--- config.mk ---
export PLATFORM = sky130hd
export DESIGN_NAME = lsu
export DESIGN_NICKNAME = d
export VERILOG_FILES = /design/src/rtl/lsu_pkg.sv /design/src/rtl/lsu_load_extend.sv /design/src/rtl/lsu.sv
export SDC_FILE = /design/constraint.sdc
export NUM_CORES = 1
export LEC_CHECK = 0
export ABC_AREA = 0
export BUFFER_PORTS_ARGS = -buffer_cell sky130_fd_sc_hd__buf_2
export CORE_ASPECT_RATIO = 0.7
export CORE_MARGIN = 1.5
export CORE_UTILIZATION = 30
export DETAILED_ROUTE_END_ITERATION = 8
export GPL_TIMING_DRIVEN = 0
export PLACE_DENSITY_LB_ADDON = 0.25
export REMOVE_ABC_BUFFERS = 1
export SETUP_SLACK_MARGIN = 0.4
export SLEW_MARGIN = 40
export SYNTH_ARGS = -nofsm -noshare
export SYNTH_HDL_FRONTEND = slang
export SYNTH_SLANG_ARGS = --single-unit
--- constraint.sdc ---
create_clock -name clk -period 13.7 [get_ports clk]
set_clock_uncertainty 0.2 [all_clocks]
set_input_delay 0.685 -clock clk [delete_from_list [all_inputs] [get_ports clk]]
set_output_delay 0.685 -clock clk [all_outputs]
set_load 0.02 [all_outputs]
--- src/rtl/lsu_pkg.sv ---
// Shared LSU definitions: op encodings, FSM states and op-decoding helpers.
package lsu_pkg;

    localparam int LSU_OP_W = 4;

    typedef enum logic [LSU_OP_W-1:0] {
        LSU_LB  = 4'd0,
        LSU_LH  = 4'd1,
        LSU_LW  = 4'd2,
        LSU_LD  = 4'd3,
        LSU_LBU = 4'd4,
        LSU_LHU = 4'd5,
        LSU_LWU = 4'd6,
        LSU_SB  = 4'd8,
        LSU_SH  = 4'd9,
        LSU_SW  = 4'd10,
        LSU_SD  = 4'd11
    } lsu_op_e;

    typedef enum logic [1:0] {
        ST_IDLE = 2'd0,
        ST_REQ  = 2'd1,
        ST_WAIT = 2'd2,
        ST_DONE = 2'd3
    } lsu_state_e;

    function automatic logic [1:0] op_size(input logic [LSU_OP_W-1:0] op);
        return op[1:0];
    endfunction

    function automatic logic op_store(input logic [LSU_OP_W-1:0] op);
        return op[3];
    endfunction

    function automatic logic op_legal(input logic [LSU_OP_W-1:0] op);
        logic legal;
        case (op)
            4'd0, 4'd1, 4'd2, 4'd3, 4'd4, 4'd5, 4'd6,
            4'd8, 4'd9, 4'd10, 4'd11: legal = 1'b1;
            default:                  legal = 1'b0;
        endcase
        return legal;
    endfunction

    function automatic logic op_aligned(input logic [LSU_OP_W-1:0] op, input logic [2:0] off);
        logic ok;
        case (op[1:0])
            2'd0:    ok = 1'b1;
            2'd1:    ok = (off[0] == 1'b0);
            2'd2:    ok = (off[1:0] == 2'b00);
            default: ok = (off == 3'b000);
        endcase
        return ok;
    endfunction

    function automatic logic [7:0] size_mask(input logic [1:0] size);
        logic [7:0] m;
        case (size)
            2'd0:    m = 8'h01;
            2'd1:    m = 8'h03;
            2'd2:    m = 8'h0F;
            default: m = 8'hFF;
        endcase
        return m;
    endfunction

endpackage

--- src/rtl/lsu_load_extend.sv ---
// Combinational load lane extraction: shift doubleword by byte offset, truncate, extend.
// Zero latency; no handshake.
module lsu_load_extend
    import lsu_pkg::*;
#(
    parameter int XLEN = 64
) (
    input  logic [63:0]         dword,
    input  logic [2:0]          offset,
    input  logic [LSU_OP_W-1:0] op,
    output logic [XLEN-1:0]     result
);

    logic [63:0] shifted;

    assign shifted = dword >> {offset, 3'b000};

    always_comb begin
        result = '0;
        case (op)
            LSU_LB:  result = {{56{shifted[7]}},  shifted[7:0]};
            LSU_LH:  result = {{48{shifted[15]}}, shifted[15:0]};
            LSU_LW:  result = {{32{shifted[31]}}, shifted[31:0]};
            LSU_LD:  result = shifted;
            LSU_LBU: result = {56'b0, shifted[7:0]};
            LSU_LHU: result = {48'b0, shifted[15:0]};
            LSU_LWU: result = {32'b0, shifted[31:0]};
            default: result = '0;
        endcase
    end

endmodule

--- src/rtl/lsu.sv ---
// Single-outstanding load/store unit; accept-to-result 3 cycles load, 2 store, 1 error.
// in_ready only in IDLE; bus request held until mem_req_ready; result held until out_ready.
module lsu
    import lsu_pkg::*;
#(
    parameter int XLEN   = 64,
    parameter int ADDR_W = 64
) (
    input  logic                clk,
    input  logic                rst,
    input  logic                in_valid,
    output logic                in_ready,
    input  logic [ADDR_W-1:0]   in_addr,
    input  logic [XLEN-1:0]     in_wdata,
    input  logic [LSU_OP_W-1:0] in_op,
    output logic                out_valid,
    input  logic                out_ready,
    output logic [XLEN-1:0]     out_rdata,
    output logic                out_err,
    output logic                mem_req_valid,
    input  logic                mem_req_ready,
    output logic [ADDR_W-1:0]   mem_req_addr,
    output logic                mem_req_wen,
    output logic [XLEN-1:0]     mem_req_wdata,
    output logic [7:0]          mem_req_wmask,
    input  logic                mem_rsp_valid,
    input  logic [XLEN-1:0]     mem_rsp_data
);

    lsu_state_e            state_q, state_d;
    logic [ADDR_W-1:0]     addr_q, addr_d;
    logic [XLEN-1:0]       wdata_q, wdata_d;
    logic [LSU_OP_W-1:0]   op_q, op_d;
    logic [XLEN-1:0]       rdata_q, rdata_d;
    logic                  err_q, err_d;
    logic [XLEN-1:0]       ext_rdata;

    lsu_load_extend #(.XLEN(XLEN)) u_load_extend (
        .dword  (mem_rsp_data),
        .offset (addr_q[2:0]),
        .op     (op_q),
        .result (ext_rdata)
    );

    always_comb begin
        state_d = state_q;
        addr_d  = addr_q;
        wdata_d = wdata_q;
        op_d    = op_q;
        rdata_d = rdata_q;
        err_d   = err_q;
        case (state_q)
            ST_IDLE: begin
                if (in_valid) begin
                    addr_d  = in_addr;
                    wdata_d = in_wdata;
                    op_d    = in_op;
                    rdata_d = '0;
                    err_d   = !op_legal(in_op) || !op_aligned(in_op, in_addr[2:0]);
                    state_d = err_d ? ST_DONE : ST_REQ;
                end
            end
            ST_REQ: begin
                // Stores are posted: no response is expected.
                if (mem_req_ready) begin
                    state_d = op_store(op_q) ? ST_DONE : ST_WAIT;
                end
            end
            ST_WAIT: begin
                if (mem_rsp_valid) begin
                    rdata_d = ext_rdata;
                    state_d = ST_DONE;
                end
            end
            ST_DONE: begin
                if (out_ready) begin
                    state_d = ST_IDLE;
                end
            end
            default: state_d = ST_IDLE;
        endcase
    end

    always_ff @(posedge clk or posedge rst) begin
        if (rst) begin
            state_q <= ST_IDLE;
            addr_q  <= '0;
            wdata_q <= '0;
            op_q    <= '0;
            rdata_q <= '0;
            err_q   <= 1'b0;
        end else begin
            state_q <= state_d;
            addr_q  <= addr_d;
            wdata_q <= wdata_d;
            op_q    <= op_d;
            rdata_q <= rdata_d;
            err_q   <= err_d;
        end
    end

    assign in_ready      = (state_q == ST_IDLE);
    assign out_valid     = (state_q == ST_DONE);
    assign out_rdata     = rdata_q;
    assign out_err       = err_q;
    assign mem_req_valid = (state_q == ST_REQ);
    assign mem_req_addr  = {addr_q[ADDR_W-1:3], 3'b000};
    assign mem_req_wen   = op_store(op_q);
    assign mem_req_wdata = wdata_q << {addr_q[2:0], 3'b000};
    assign mem_req_wmask = op_store(op_q) ? (size_mask(op_size(op_q)) << addr_q[2:0]) : 8'h00;

endmodule

Word-level counts from Yosys, hierarchy flattened
Memories as Yosys holds them, arrays and structs flattened.
Cells that the tools add are included.
{"block": "op_classes", "reduce_logical": 13, "mux": 18, "n_eq_ne": 17, "n_bitwise": 1, "n_shift": 3}
{"op": "$pmux 64 s7", "count": 1}
{"op": "$mux 64", "count": 2}
{"op": "$pmux 64 s2", "count": 1}
{"op": "$shl 64x6->64", "count": 1}
{"op": "$shr 64x6->64", "count": 1}
{"op": "$pmux 8 s3", "count": 1}
{"op": "$eq 4x3->1 const B", "count": 3}
{"op": "$mux 2", "count": 5}
{"op": "$eq 2x2->1 const B", "count": 4}
{"op": "$eq 4x2->1 const B", "count": 2}
{"op": "$logic_not 2->1", "count": 4}
{"op": "$mux 8", "count": 1}
{"op": "$pmux 2 s4", "count": 1}
{"op": "$shl 8x3->8", "count": 1}
{"op": "$eq 2x1->1 const B", "count": 3}
{"op": "$mux 1", "count": 5}
{"op": "$eq 4x1->1 const B", "count": 1}
{"op": "$logic_not 4->1", "count": 1}
{"op": "$ne 2x1->1 const B", "count": 2}
{"op": "$ne 2x2->1 const B", "count": 2}
{"op": "$reduce_and 4->1", "count": 1}
{"op": "$logic_not 3->1", "count": 1}
{"op": "$pmux 1 s3", "count": 1}
{"op": "$reduce_and 3->1", "count": 1}
{"op": "5 further kinds", "count": 6}
{"block": "word_totals", "mem_count": 1, "rom_bits": 16, "out_inout_bits": 205, "reg_bits": 199, "in_bits": 202}
{"name": "(no name shown)", "depth": 16, "width": 1, "read_ports": 1, "rd_ports_with_merged_regs": 0, "write_ports": 0, "line_no": "lsu_pkg.sv:37", "text": "case (op)"}

Logic depth before layout (Yosys ltp)
{"block": "logic_depth", "word_depth": 9, "ltp_mapped": 9, "mapped_depth_nobuf": 7}

By module
Synthesis repeated with hierarchy kept, for this count alone.
{"block": "unflattened", "hier_cells": 1106, "hier_area_um2": 12111.6}
{"module": "lsu", "instances": 1, "area_each_um2": 9932.0, "seq_area_each_um2": 4979.8, "cells_per_inst": 823}
{"module": "lsu_load_extend", "instances": 1, "area_each_um2": 2179.6, "seq_area_each_um2": 0.0, "cells_per_inst": 283}

Worst setup path after synthesis
No wires, ideal clock.
{"block": "synth_path", "path_kind": "register -> output", "start": "reg addr_q[2]", "end": "out mem_req_wmask[7]", "arrival_ns": 2.182, "stages_incl_launch_ff": 8, "t_required_ns": 12.815, "slack_ns": 10.633, "path_buffers": 5, "path_cell_list": "dfrtp_1 buf_2 buf_2 buf_1 buf_2 buf_2 a21oi_1 a211oi_1"}
{"block": "synth_via", "elab_chain_cells": 2}
{"element": "from (decl)", "line_no": "lsu.sv:31", "text": "logic [ADDR_W-1:0] addr_q, addr_d;"}
{"element": "from (signal assigned)", "line_no": "lsu.sv:94", "text": "addr_q <= addr_d;"}
{"element": "$shl 8x3->8", "line_no": "lsu.sv:110", "text": "assign mem_req_wmask = op_store(op_q) ? (size_mask(op_size(op_q)) << addr_q[2:0]) : 8'h00;"}
{"element": "$mux 8", "line_no": "lsu.sv:110"}
{"element": "to (decl)", "line_no": "lsu.sv:25", "text": "output logic [7:0] mem_req_wmask,"}
No other way between the ends.

Worst setup path after layout
{"block": "layout_path", "start": "reg addr_q[2]", "end": "out mem_req_wmask[1]"}
Same word-level chain as after synthesis.

==> qor.csv <==
metric;value;unit
clock power share;13.3;%
die area;0.0402;mm2
Longest Clk Path Bufs;2;
Die Height;168;um
first-pass GRT wire length;62000;um
vias in the first global route;9859;
Synth Area in Simple Gates;7.14;%
ratio of cells with drive above 1 in the final layout;46.4;%
Tcrit/Tclk final;30.8;%
Clock Pin Slew Worst Setup and Hold Paths;90;ps
wire per inst;21.4;um
Final nets;1605;
status;finished clean;
GRT overflow;0;
max-slew violation count;0;
Via Count;9978;
Critical Path, Cell by Cell;buf_12 -> buf_12 -> clkinv_4 -> nand2_2 -> nor3_1 -> buf_2;
Setup Crit Path Kind;reg2out;
dpl hpwl;30200;um
crit-path max FO;43;
worst vdd ir;0.000133;V
Core ar.;0.0384;mm2
setup violators final;0;
Seq cells post-synth;199;
Gate Count Post-Synth;1108;
Int Pwr;2.10;mW
met2 Use GR;32.0;%
DRC violations left;0;
CP Capture Type;output pin;
Max-cap violations;0;
post-CTS sizing;0;
sequential share of power;27.2;%
CTS sink cnt;199;
root buffer cell;clkbuf_16;
Critical Path RT;12820;ps
Lkg Pwr;7.20;nW
Ant. Diodes;0;
Critical-path top delay cell;dfrtp_4;
Placed Instance Area;0.0141;mm2
hold_buf cts;0;
Hold Vio Cnt, Final;0;
mean area per synthesized cell;10.6;um2
RSZ-0062 raised after global routing;no;
FP Rows;60;
Final ANT Viol Nets;0;
CTS tree;yes;
largest family of logic cells by synthesized area;multiplexers;
worst hold slack;42.5;ps
FMAX;0.237;GHz
yosys warns;0;
First DRT Iteration DRCs;664;
grt met3 use;5.82;%
total I/O pin count;407;
P_sw;1.99;mW
clock latency on the worst-skew pair;460;ps
Design Area, Final;0.0147;mm2
synth top area cells;dfrtp_1 43%, mux2_2 16%, mux2i_1 9.1%;
crit start category;flop;
Worst Hold Class;in2async;
Die X;239;um
fin crit period;4220;ps
Post-Syn Area;0.0117;mm2
Power Density;278;mW/mm2
slowest stage delay, CP;630;ps
post-synth cell types;45;
worst-case reg-to-reg path depth;7;
antenna violations before repair;10;
largest net degree at the start of global routing;73;
top-area cell type share of the netlist area;42.5;%
area growth from synthesis to layout;25.5;%
adder-cell share of the synthesized area;0.428;%
met1 Use GR;27.3;%
mux cell area share after synthesis;26.8;%
sequential fraction of the synthesis area;42.5;%
TritonRoute pass-1 iters;5;
most frequent cell on the critical path;buf_12;
setup_tns;0;ps
Post CTS Setup Buffer Count;0;
CTS Buf Count;17;
final WL;41500;um
gr usage total;20.5;%
area leader, netlist;dfrtp_1;
gr busiest metal;met2;
slew margin rel.;43.3;%
Slew @ Worst Pin;849;ps
Placer Congestion;0.807;
switching share of power;48.6;%
XOR/XNOR Fraction of Synth Area;0.0748;%
Comb power frac;59.5;%
post-synthesis compound-gate area fraction;15.2;%
H-tree level count;4;
Crit path arrival time;3330;ps
vias per cell;5.15;
Buffers on Ports;403;
initial core utilization;30.5;%
total chip power;4.08;mW
==> cell families after synthesis <==
kind of cell | after synthesis
AND/OR/NAND/NOR | 192
adder cells (fa/ha/maj) | 4
flip-flops | 199
AO/OA/AOI/OAI | 259
XOR/XNOR | 1
other | 1
multiplexers | 281
buffers and inverters | 171
==> flip-flops by register name, summed over array words and instances (netlist names) <==
| register | cells |
|---|---|
| addr_q | 64 |
| out_rdata | 64 |
| wdata_q | 64 |
| op_q | 4 |
| state_q | 2 |
| out_err | 1 |
==> cell usage in the layout, fill, tap and decap left out, drive strengths merged, types with 6 or more instances in the layout <==
cell type,synthesis,final
o22ai,28,28
and3,10,10
inv,14,22
clkinv,1,6
nor3,6,6
nor2b,17,17
a211o,14,14
a211oi,29,29
mux2,165,165
dfrtp,199,199
clkbuf,47,18
a21oi,70,70
mux2i,107,107
o211ai,8,8
buf,109,426
nand2,68,68
mux4,9,9
nor2,77,77
o21ai,47,47
a221o,48,48
==> final timing paths <==
path / end / slack [ps] / startpoint
max: mem_req_wmask[1] / 9480 / addr_q[2]$_DFFE_PP0P_
min: addr_q[59]$_DFFE_PP0P_ / 40 / rst
max reg2reg: out_rdata[50]$_DFFE_PP0P_ / 10330 / addr_q[2]$_DFFE_PP0P_
min reg2reg: out_rdata[7]$_DFFE_PP0P_ / 280 / out_rdata[7]$_DFFE_PP0P_
max in group asynchronous: wdata_q[46]$_DFFE_PP0P_ / 12090 / rst
min in group clk: addr_q[17]$_DFFE_PP0P_ / 250 / in_addr[17]
==> power groups by stage <==
| stage | sequential, mW | combinational (mW) | clock (mW) |
|---|---|---|---|
| after floorplan | 1.37 | 1.36 | 0 |
| after global placement | 1.29 | 2.31 | 0 |
| after detailed placement | 1.12 | 2.45 | 0 |
| after CTS | 1.11 | 2.45 | 0.562 |
| after global routing | 1.16 | 2.63 | 0.583 |
| final | 1.11 | 2.43 | 0.542 |
==> cell usage after synthesis (all sizes together) <==
library cell and n:
a221oi 1, nand4 1, o211ai 8, o22a 1, o22ai 28, a21o 1, and3 10, a21oi 70
o21a 1, inv 14, nand3b 1, clkbuf 47, xor2 1, or2 1, nor2 77, nor3b 1
nand2b 1, a211oi 29, nor2b 17, ha 4, a32o 5, mux2i 107, buf 109, or3b 1
a211o 14, mux2 165, dfrtp 199, and2 4, a31oi 2, nor4 1, mux4 9, a221o 48
o21ai 47, o2111a 2, nand3 2, conb 1, and4 1, nand2 68, o2bb2ai 1, nor3 6
a311oi 1, clkinv 1
==> stage by stage <==
stage               setup WS, ps  util (%)  instances
finish                      9480      38.2       1939
global route                9340      38.2       1939
CTS                         9450      38.2       1939
detailed placement          9960      36.7       1907
global placement            3330      35.2       1884
floorplan                   7000         -        954
==> worst max-delay path: cells and delay by family (launching register included) <==
family	cells	cell delay [ps]
flip-flops	1	630
buffers and inverters	4	1100
AND/OR/NAND/NOR	2	1080
==> metal layers <==
metal | up-vias | part of all wire, %
met5 | - | 0.23
met4 | 14 | 2.4
met3 | 57 | 7.3
met2 | 386 | 46
met1 | 4952 | 44
li1 | 4569 | -
==> area by class of cell <==
type	instances	area, um2
flip-flops and latches	199	4990
multi-input cells	740	5920
well taps	527	659
clock inverters	14	179
repair buffers	426	2440
clock buffers	18	429
inverters	15	71.3
fillers	3878	23700
Power figures use the tool's default switching activity.
